`src/rtl/pic_pkg.sv`:
```
// rtl/pic_pkg.sv - shared state, read-select and command bit definitions for the PIC sequencer
package pic_pkg;

    typedef enum logic [2:0] {
        ST_IDLE  = 3'd0,
        ST_WAIT2 = 3'd1,
        ST_WAIT3 = 3'd2,
        ST_WAIT4 = 3'd3,
        ST_READY = 3'd4
    } pic_state_t;

    localparam logic [1:0] RSEL_IRR  = 2'b00;
    localparam logic [1:0] RSEL_ISR  = 2'b01;
    localparam logic [1:0] RSEL_IMR  = 2'b10;
    localparam logic [1:0] RSEL_POLL = 2'b11;

    localparam int ICW1_IC4  = 0;
    localparam int ICW1_SNGL = 1;
    localparam int CMD_D3    = 3;
    localparam int CMD_D4    = 4;
    localparam int OCW3_RIS  = 0;
    localparam int OCW3_RR   = 1;
    localparam int OCW3_P    = 2;

endpackage

```
`src/rtl/pic_bus_capture.sv`:
```
// rtl/pic_bus_capture.sv - write-strobe rising-edge detect plus data/A0 latch
module pic_bus_capture #(
    parameter int DATA_W = 8
) (
    input  logic              clk,
    input  logic              rst,
    input  logic              cs_n,
    input  logic              wr_n,
    input  logic              a0,
    input  logic [DATA_W-1:0] data_in,
    output logic              wr_edge,
    output logic              a0_q,
    output logic [DATA_W-1:0] data_latched
);

    logic              r_wr_q;
    logic              r_a0;
    logic [DATA_W-1:0] r_data;

    // Dropping chip select forces the history high, so a write aborted by cs_n never edges.
    always_ff @(posedge clk or posedge rst) begin
        if (rst) begin
            r_wr_q <= 1'b1;
            r_a0   <= 1'b0;
            r_data <= '0;
        end else begin
            r_wr_q <= cs_n ? 1'b1 : wr_n;
            if (!cs_n && !wr_n) begin
                r_data <= data_in;
                r_a0   <= a0;
            end
        end
    end

    assign wr_edge      = ~r_wr_q & wr_n & ~cs_n;
    assign a0_q         = r_a0;
    assign data_latched = r_data;

endmodule

```
`src/rtl/pic_cmd_sequencer.sv`:
```
// rtl/pic_cmd_sequencer.sv - PIC bus front end: ICW init sequence, OCW decode and read-select tracking
module pic_cmd_sequencer
    import pic_pkg::*;
#(
    parameter int   DATA_W      = 8,
    parameter logic RESET_RDSEL = 1'b0
) (
    input  logic              clk,
    input  logic              rst,
    input  logic              cs_n,
    input  logic              rd_n,
    input  logic              wr_n,
    input  logic              a0,
    input  logic [DATA_W-1:0] data_in,
    output logic [DATA_W-1:0] data_latched,
    output logic              wr_icw1,
    output logic              wr_icw2,
    output logic              wr_icw3,
    output logic              wr_icw4,
    output logic              wr_ocw1,
    output logic              wr_ocw2,
    output logic              wr_ocw3,
    output logic              init_done,
    output logic              sngl,
    output logic              ic4,
    output logic              read_en,
    output logic [1:0]        read_sel,
    output logic              cmd_error
);

    logic              w_wr_edge;
    logic              w_a0_q;
    logic [DATA_W-1:0] w_data;
    logic              w_is_icw1;
    logic [6:0]        w_strb;
    logic              w_err;
    pic_state_t        w_state_nxt;

    pic_state_t        r_state;
    logic [6:0]        r_strb;
    logic              r_err;
    logic              r_sngl;
    logic              r_ic4;
    logic              r_rdsel;
    logic              r_poll;
    logic              r_read_en_q;

    pic_bus_capture #(.DATA_W(DATA_W)) u_capture (
        .clk          (clk),
        .rst          (rst),
        .cs_n         (cs_n),
        .wr_n         (wr_n),
        .a0           (a0),
        .data_in      (data_in),
        .wr_edge      (w_wr_edge),
        .a0_q         (w_a0_q),
        .data_latched (w_data)
    );

    assign w_is_icw1 = ~w_a0_q & w_data[CMD_D4];

    // w_strb bit order: 6=icw1 5=icw2 4=icw3 3=icw4 2=ocw1 1=ocw2 0=ocw3
    always_comb begin
        w_strb      = '0;
        w_err       = 1'b0;
        w_state_nxt = r_state;
        if (w_wr_edge) begin
            if (w_is_icw1) begin
                w_strb[6]   = 1'b1;
                w_state_nxt = ST_WAIT2;
            end else begin
                case (r_state)
                    ST_WAIT2: begin
                        if (w_a0_q) begin
                            w_strb[5]   = 1'b1;
                            w_state_nxt = !r_sngl ? ST_WAIT3 : (r_ic4 ? ST_WAIT4 : ST_READY);
                        end else begin
                            w_err = 1'b1;
                        end
                    end
                    ST_WAIT3: begin
                        if (w_a0_q) begin
                            w_strb[4]   = 1'b1;
                            w_state_nxt = r_ic4 ? ST_WAIT4 : ST_READY;
                        end else begin
                            w_err = 1'b1;
                        end
                    end
                    ST_WAIT4: begin
                        if (w_a0_q) begin
                            w_strb[3]   = 1'b1;
                            w_state_nxt = ST_READY;
                        end else begin
                            w_err = 1'b1;
                        end
                    end
                    ST_READY: begin
                        if (w_a0_q)                w_strb[2] = 1'b1;
                        else if (!w_data[CMD_D3])  w_strb[1] = 1'b1;
                        else                       w_strb[0] = 1'b1;
                    end
                    default: w_err = 1'b1;
                endcase
            end
        end
    end

    assign read_en = ~cs_n & ~rd_n & wr_n;

    always_ff @(posedge clk or posedge rst) begin
        if (rst) begin
            r_state     <= ST_IDLE;
            r_strb      <= '0;
            r_err       <= 1'b0;
            r_sngl      <= 1'b0;
            r_ic4       <= 1'b0;
            r_rdsel     <= RESET_RDSEL;
            r_poll      <= 1'b0;
            r_read_en_q <= 1'b0;
        end else begin
            r_state     <= w_state_nxt;
            r_strb      <= w_strb;
            r_err       <= w_err;
            r_read_en_q <= read_en;
            if (w_strb[6]) begin
                r_sngl  <= w_data[ICW1_SNGL];
                r_ic4   <= w_data[ICW1_IC4];
                r_rdsel <= RESET_RDSEL;
                r_poll  <= 1'b0;
            end else begin
                if (w_strb[0] && w_data[OCW3_RR]) r_rdsel <= w_data[OCW3_RIS];
                // A poll request wins over a read completing in the same cycle.
                if (w_strb[0] && w_data[OCW3_P])      r_poll <= 1'b1;
                else if (r_read_en_q && !read_en)     r_poll <= 1'b0;
            end
        end
    end

    assign data_latched = w_data;
    assign {wr_icw1, wr_icw2, wr_icw3, wr_icw4, wr_ocw1, wr_ocw2, wr_ocw3} = r_strb;
    assign cmd_error    = r_err;
    assign init_done    = (r_state == ST_READY);
    assign sngl         = r_sngl;
    assign ic4          = r_ic4;
    assign read_sel     = a0 ? RSEL_IMR : (r_poll ? RSEL_POLL : {1'b0, r_rdsel});

endmodule

```
`config.mk`:
```
export PLATFORM = sky130hd
export DESIGN_NAME = pic_cmd_sequencer
export DESIGN_NICKNAME = d
export VERILOG_FILES = /design/src/rtl/pic_pkg.sv /design/src/rtl/pic_bus_capture.sv /design/src/rtl/pic_cmd_sequencer.sv
export SDC_FILE = /design/constraint.sdc
export NUM_CORES = 1
export LEC_CHECK = 0
export ABC_CLOCK_PERIOD_IN_PS = 2200
export BUFFER_PORTS_ARGS = -buffer_cell sky130_fd_sc_hd__buf_2
export CAP_MARGIN = 25
export CORE_UTILIZATION = 38
export CTS_CLUSTER_SIZE = 14
export DETAILED_ROUTE_END_ITERATION = 6
export GPL_TIMING_DRIVEN = 0
export PLACE_DENSITY_LB_ADDON = 0.25
export RECOVER_POWER = 100
export SYNTH_ARGS = -nofsm -noshare
export SYNTH_HDL_FRONTEND = slang
export SYNTH_HIERARCHICAL = 1
export SYNTH_SLANG_ARGS = --single-unit
```
`constraint.sdc`:
```
create_clock -name clk -period 2.2 [get_ports clk]
set_clock_uncertainty 0.15 [all_clocks]
set_input_delay 0.33 -clock clk [delete_from_list [all_inputs] [get_ports clk]]
set_output_delay 0.33 -clock clk [all_outputs]
set_load 0.02 [all_outputs]
```
==> results.toml, run 1 <==
[outcome]
outcome = "completed"

[finish]
fillers = 270
final_util_pct = 46.9
final_net_count = 134
drive_above_1_share_pct = 24.4
antenna_cells = 0
area_growth_pct = 17.3

[setup_path]
path_max_fanout = 6
arrival_ps = 1970
path_common_cell = "nor3b_1"
critPathSlowestCell = "nor3b_1"
end_kind = "register"
path_buf_inv = 0
cp_top_family = "simple AND/OR/NAND/NOR gates"
timing.rr.start = "u_capture/r_wr_q"
crit_type = "register to register"
worst-path-stages = 5
worstRegToRegCells = 5
startpoint = "u_capture/r_wr_q"
cpPeakStageDelay_ps = 480
crit_required_ps = 2270
worstSetupStartpointType = "register"
path_cells = "nor3b_1 > nor3b_1 > and3_1 > a21bo_1 > a21oi_1"

[route]
detail-route-antenna-nets = 0
drt_pass1_iterations = 4
post_drt_via_cell_ratio = 4.99
wl_um = 1930
drt_iter0_markers = 9
vias = 749
routedWlPerCell_um = 12.8
drc = 0

[hold_path]
hold-path-cell-count = 2
min_from = "rd_n"
worstHoldPathType = "input port to register"

[floorplanning]
initial_utilization_pct = 40.0
ios = 36
die_w_um = 55.6
core_area_um2 = 2730
die_h_um = 55.6
design.die.area_um2 = 3090
rows = 19

[clock_network]
root_buffer = "clkbuf_4"
cts_buffer_depth = 2
cts_sinks = 26
clk_latency_ps = 310
cts_tree = "built"
numCtsBuffers = 3
clk_pin_slew_ps = 140
cts.htree.levels = 1
post_cts_buffers = 0

[run]
drv_cap = 0

[synth]
netlist_instances = 79
synthMostInstantiatedCell = "dfrtp_1"
ys_seq_elements = 26
synth_edf_count = 0
syn_avg_cell_area_um2 = 13.8
syn_nets = 93
netlist_area_um2 = 1090
synth_cell_type_count = 27
synthTopCellsByArea = "dfrtp_1 (57%), mux2_4 (12%), nor3b_1 (3.4%)"
synth_top_cell_area_share_pct = 57.3
yosysSeqAreaShare_pct = 59.7
synthArstFlopShare_pct = 100
yosys_warnings = 6
ys.flop_type = "dfrtp_1"
yosysTopAreaCell = "dfrtp_1"
synthTopCellsByCount = "dfrtp_1 (25), mux2_4 (9), inv_1 (6), nor2_1 (6), nor3b_1 (5)"

[grt]
grt_pass1_vias = 726
grt_pass1_wl_um = 3140
grtUsageTotal_pct = 13.0
overflow = 0
grt_max_degree = 17
antenna_found_initial = 0

[pwr]
power.leakage_nw = 0.587
ir_drop_mv = 0.539
power_density_nw_per_um2 = 947
power_mw = 1.21

[sta]
rsz0062_at_grt = "no"
tns_ps = 0
fin_crit_sh_pct = 86.7
max_freq_mhz = 524
worst_slack_ps = 292
tightest_slew_ps = 874
period_minus_slack_ps = 1910
slew_violations = 0
hold_viol_final = 0
slew_headroom_pct = 41.5
setup_violations = 0

[placement]
preCtsSetupSlack_ps = 176
port_buffers = 35
gp_congestion = 0.762
hpwlAfterDp_um = 1470
==> per-layer routing <==
layer | up-vias | part of all wire [%] | GRT usage [%]
met5 | - | 0 | 0
met3 | 2 | 3.9 | 2.79
met2 | 18 | 50 | 23.6
li1 | 357 | - | -
met1 | 372 | 45 | 15.8
met4 | 0 | 0.93 | 3.21
==> report_power, final <==
group          internal [mW]  total [mW]  switching, mW
sequential             0.546       0.626         0.0798
clock                  0.184       0.319          0.135
combinational          0.113       0.269          0.156
total                  0.842        1.21          0.371
==> through the flow <==
stage                     std cells  hold WS (ps)  instance area, um^2
final                           150          27.0                 1280
after global routing            150          15.8                 1280
after floorplan                  79          19.5                 1090
after CTS                       150          19.2                 1370
after global placement          145           189                 1310
after detailed placement        145           187                 1310
==> what timing repair did <==
action                                 4_1_cts  5_1_grt
endpoints found under the hold margin       25        0
resized for setup                            0        0
hold buffers                                 1        0
==> cells by family (layout without fill, tap and decap cells) <==
| logic type | count (synthesis) | in the layout | synth area share, % |
|---|---|---|---|
| flops | 26 | 26 | 59.7 |
| buf+inv | 6 | 46 | 2.06 |
| simple gates | 26 | 26 | 16.8 |
| compound gates | 10 | 10 | 6.99 |
| mux | 11 | 11 | 14.4 |
==> cells in the final DEF, fill, tap and decap left out <==
cell | Yosys | final
mux2_2 | 2 | 9
or2_2 | 1 | 1
nand2_1 | 3 | 3
o2bb2ai_1 | 1 | 1
o21a_1 | 2 | 2
clkbuf_1 | 0 | 22
and3_1 | 1 | 2
o21ai_0 | 2 | 2
a21oi_1 | 1 | 2
a21bo_1 | 1 | 1
dfstp_2 | 1 | 1
dlygate4sd3_1 | 0 | 1
a32o_1 | 1 | 1
o32ai_1 | 1 | 1
nor4b_1 | 1 | 1
nor3b_4 | 1 | 1
dfrtp_1 | 25 | 25
clkbuf_4 | 0 | 3
nand3_2 | 1 | 1
buf_2 | 0 | 12
nand2b_1 | 2 | 2
nor2b_1 | 1 | 1
bufinv_16 | 0 | 1
inv_1 | 6 | 6
buf_1 | 0 | 1
nor3_1 | 1 | 1
mux2_1 | 0 | 2
nand3b_1 | 1 | 1
nor3b_1 | 5 | 5
nor2_1 | 6 | 7
==> registers in the layout, indices dropped and copies added, names as in the netlist <==
name / flops
u_capture/a0_q: 1
r_rdsel: 1
u_capture/data_latched: 8
r_strb: 7
r_state: 3
ic4: 1
r_poll: 1
u_capture/r_wr_q: 1
cmd_error: 1
sngl: 1
r_read_en_q: 1
==> path summary, 6_finish.rpt <==
| kind | endpoint | slack [ps] |
|---|---|---|
| max | r_rdsel | 290 |
| min reg2reg | r_strb[1] | 340 |
| min | r_read_en_q | 30 |
| max reg2reg | r_rdsel | 290 |
| min in group asynchronous | u_capture/data_latched[3] | 370 |
| max in group asynchronous | r_strb[2] | 1040 |
==> cell type report <==
class	instances	area [um^2]	area share [%]
clock buffer	3	22.5	1.76
timing repair buffer	36	156	12.2
tap	31	38.8	3.03
inverter	6	22.5	1.76
clock inverter	1	30.0	2.34
multi-input combinational	47	359	28.0
sequential	26	652	50.9
Power figures use the tool's default switching activity.
==> inputs of run 2 (changes only) <==
--- a/config.mk
+++ b/config.mk
@@ -5,7 +5,7 @@
 export SDC_FILE = /design/constraint.sdc
 export NUM_CORES = 1
 export LEC_CHECK = 0
-export ABC_CLOCK_PERIOD_IN_PS = 2200
+export ABC_CLOCK_PERIOD_IN_PS = 1600
 export BUFFER_PORTS_ARGS = -buffer_cell sky130_fd_sc_hd__buf_2
 export CAP_MARGIN = 25
 export CORE_UTILIZATION = 38
@@ -13,7 +13,6 @@
 export DETAILED_ROUTE_END_ITERATION = 6
 export GPL_TIMING_DRIVEN = 0
 export PLACE_DENSITY_LB_ADDON = 0.25
-export RECOVER_POWER = 100
 export SYNTH_ARGS = -nofsm -noshare
 export SYNTH_HDL_FRONTEND = slang
 export SYNTH_HIERARCHICAL = 1
==> constraint.sdc (replaced) <==
create_clock -name clk -period 1.6 [get_ports clk]
set_clock_uncertainty 0.15 [all_clocks]
set_input_delay 0.24 -clock clk [delete_from_list [all_inputs] [get_ports clk]]
set_output_delay 0.24 -clock clk [all_outputs]
set_load 0.02 [all_outputs]
==> run 2 against run 1 <==
Count of clock-buffer cells in the layout did not move. Global-route usage rose by 1.6 points. Clock power rose by 41%. Non-clock buffer count rose by 17. Design area rose by 22%. Sequential cell count did not move. Critical path depth did not move. Combinational power rose by 99%. Power rose by 52%.
==> results.toml, run 2 (synthesis results as in run 1) <==
[route]
wl_um = 2160
drc = 0
routedWlPerCell_um = 13.0
vias = 815
drt_pass1_iterations = 4
post_drt_via_cell_ratio = 4.88
drt_iter0_markers = 11
detail-route-antenna-nets = 0

[pwr]
ir_drop_mv = 0.655
power_density_nw_per_um2 = 1180
power.leakage_nw = 0.803
power_mw = 1.85

[clock_network]
cts_buffer_depth = 2
clk_latency_ps = 320
clk_pin_slew_ps = 140
numCtsBuffers = 3
cts_tree = "built"
cts_sinks = 26
cts.htree.levels = 1
root_buffer = "clkbuf_4"

[finish]
area_growth_pct = 43.5
final_cell_mix = "buf_2 (32), dfrtp_1 (23), dlygate4sd3_1 (10)"
drive_above_1_share_pct = 51.5
antenna_cells = 0
largest_reg_flops = 8
final_net_count = 151
mostFrequentLayoutCell = "buf_2"

[sta]
period_minus_slack_ps = 1590
rsz0062_at_grt = "yes"
slew_violations = 0
fin_crit_sh_pct = 99.2
max_freq_mhz = 630
setup_violations = 0
hold_slack_ps = 30.5
tightest_slew_ps = 604
hold_viol_final = 0
slew_headroom_pct = 59.7

[floorplanning]
die_w_um = 55.6
design.die.area_um2 = 3090
ios = 36
core_area_um2 = 2730
die_h_um = 55.6
initial_utilization_pct = 40.0
rows = 19

[setup_path]
crit_type = "register to register"
arrival_ps = 1700
path_max_fanout = 5
end_kind = "register"
crit_required_ps = 1710
worstSetupStartpointType = "register"

[run]
drv_cap = 0

[grt]
grtUsageTotal_pct = 14.7
antenna_found_initial = 0
overflow = 0
grt_pass1_vias = 797
grt_max_degree = 17
grt_pass1_wl_um = 3480

[outcome]
outcome = "completed"

[placement]
hpwlAfterDp_um = 1530
port_buffers = 35
gp_congestion = 0.739

[hold_path]
worstHoldPathType = "input port to register"
run 2: cell count changes in the layout (fill, tap and decap cells not counted), sizes merged:
cell | before | now
buf | 13 | 43
dlygate4sd3 | 1 | 10
clkbuf | 25 | 3
run 2: per-layer routing:
metal	vias to the layer above	share of wire (%)	global-route usage, %
met5	-	0	0
met4	0	1.9	6.43
met3	5	3.4	2.33
met2	22	53	25.5
met1	399	42	18.0
li1	389	-	-
run 2: power breakdown:
group	internal, mW	switching (mW)	leakage [nW]
Clock	0.253	0.196	0.0279
Sequential	0.756	0.105	0.328
Combinational	0.281	0.255	0.447
run 2: final cells by class:
class                   count  area, um^2
multi-input cells          47         445
fillers                   224        1170
flip-flops and latches     26         654
clock buffers               3        22.5
repair buffers             53         354
well taps                  31        38.8
inverters                   6        22.5
clock inverters             1        30.0
run 2: worst max-delay path: stages, from the launching register on:
cell and delay (ps):
dfstp_2 410, nor3b_4 270, nor3b_4 240, and3_4 240
nand3_2 80, a21oi_2 130
run 2: per-stage QoR:
| step | TNS (ps) | worst slack, ps | util (%) | instance area [um^2] | std cells |
|---|---|---|---|---|---|
| after floorplan | 0 | 73.4 | - | 1100 | 79 |
| after global placement | -139 | -127 | 48.0 | 1310 | 145 |
| after detailed placement | -238 | -166 | 48.0 | 1310 | 145 |
| after CTS | -0.312 | -0.312 | 54.7 | 1500 | 161 |
| after global routing | -102 | -72.4 | 57.3 | 1570 | 167 |
| final | 0 | 12.4 | 57.3 | 1570 | 167 |
run 2: what timing repair did:
action	in CTS	in global routing
buffers inserted	2	6
hold buffers	10	0
pin swaps	2	4
endpoints found under the setup margin	5	5
endpoints found under the hold margin	34	0
resized for setup	5	8
run 2: path summary, 6_finish.rpt:
path | to | slack [ps] | from | cells past startpoint
hold reg to reg | r_strb[1] | 340 | u_capture/data_latched[3] | 1
setup / recovery | r_rdsel | 10 | u_capture/r_wr_q | 5
setup reg to reg | r_rdsel | 10 | u_capture/r_wr_q | 5
hold / removal | u_capture/a0_q | 30 | a0 | 2
max in group asynchronous | r_state[1] | 500 | rst | 3
min in group asynchronous | u_capture/data_latched[2] | 270 | rst | 3
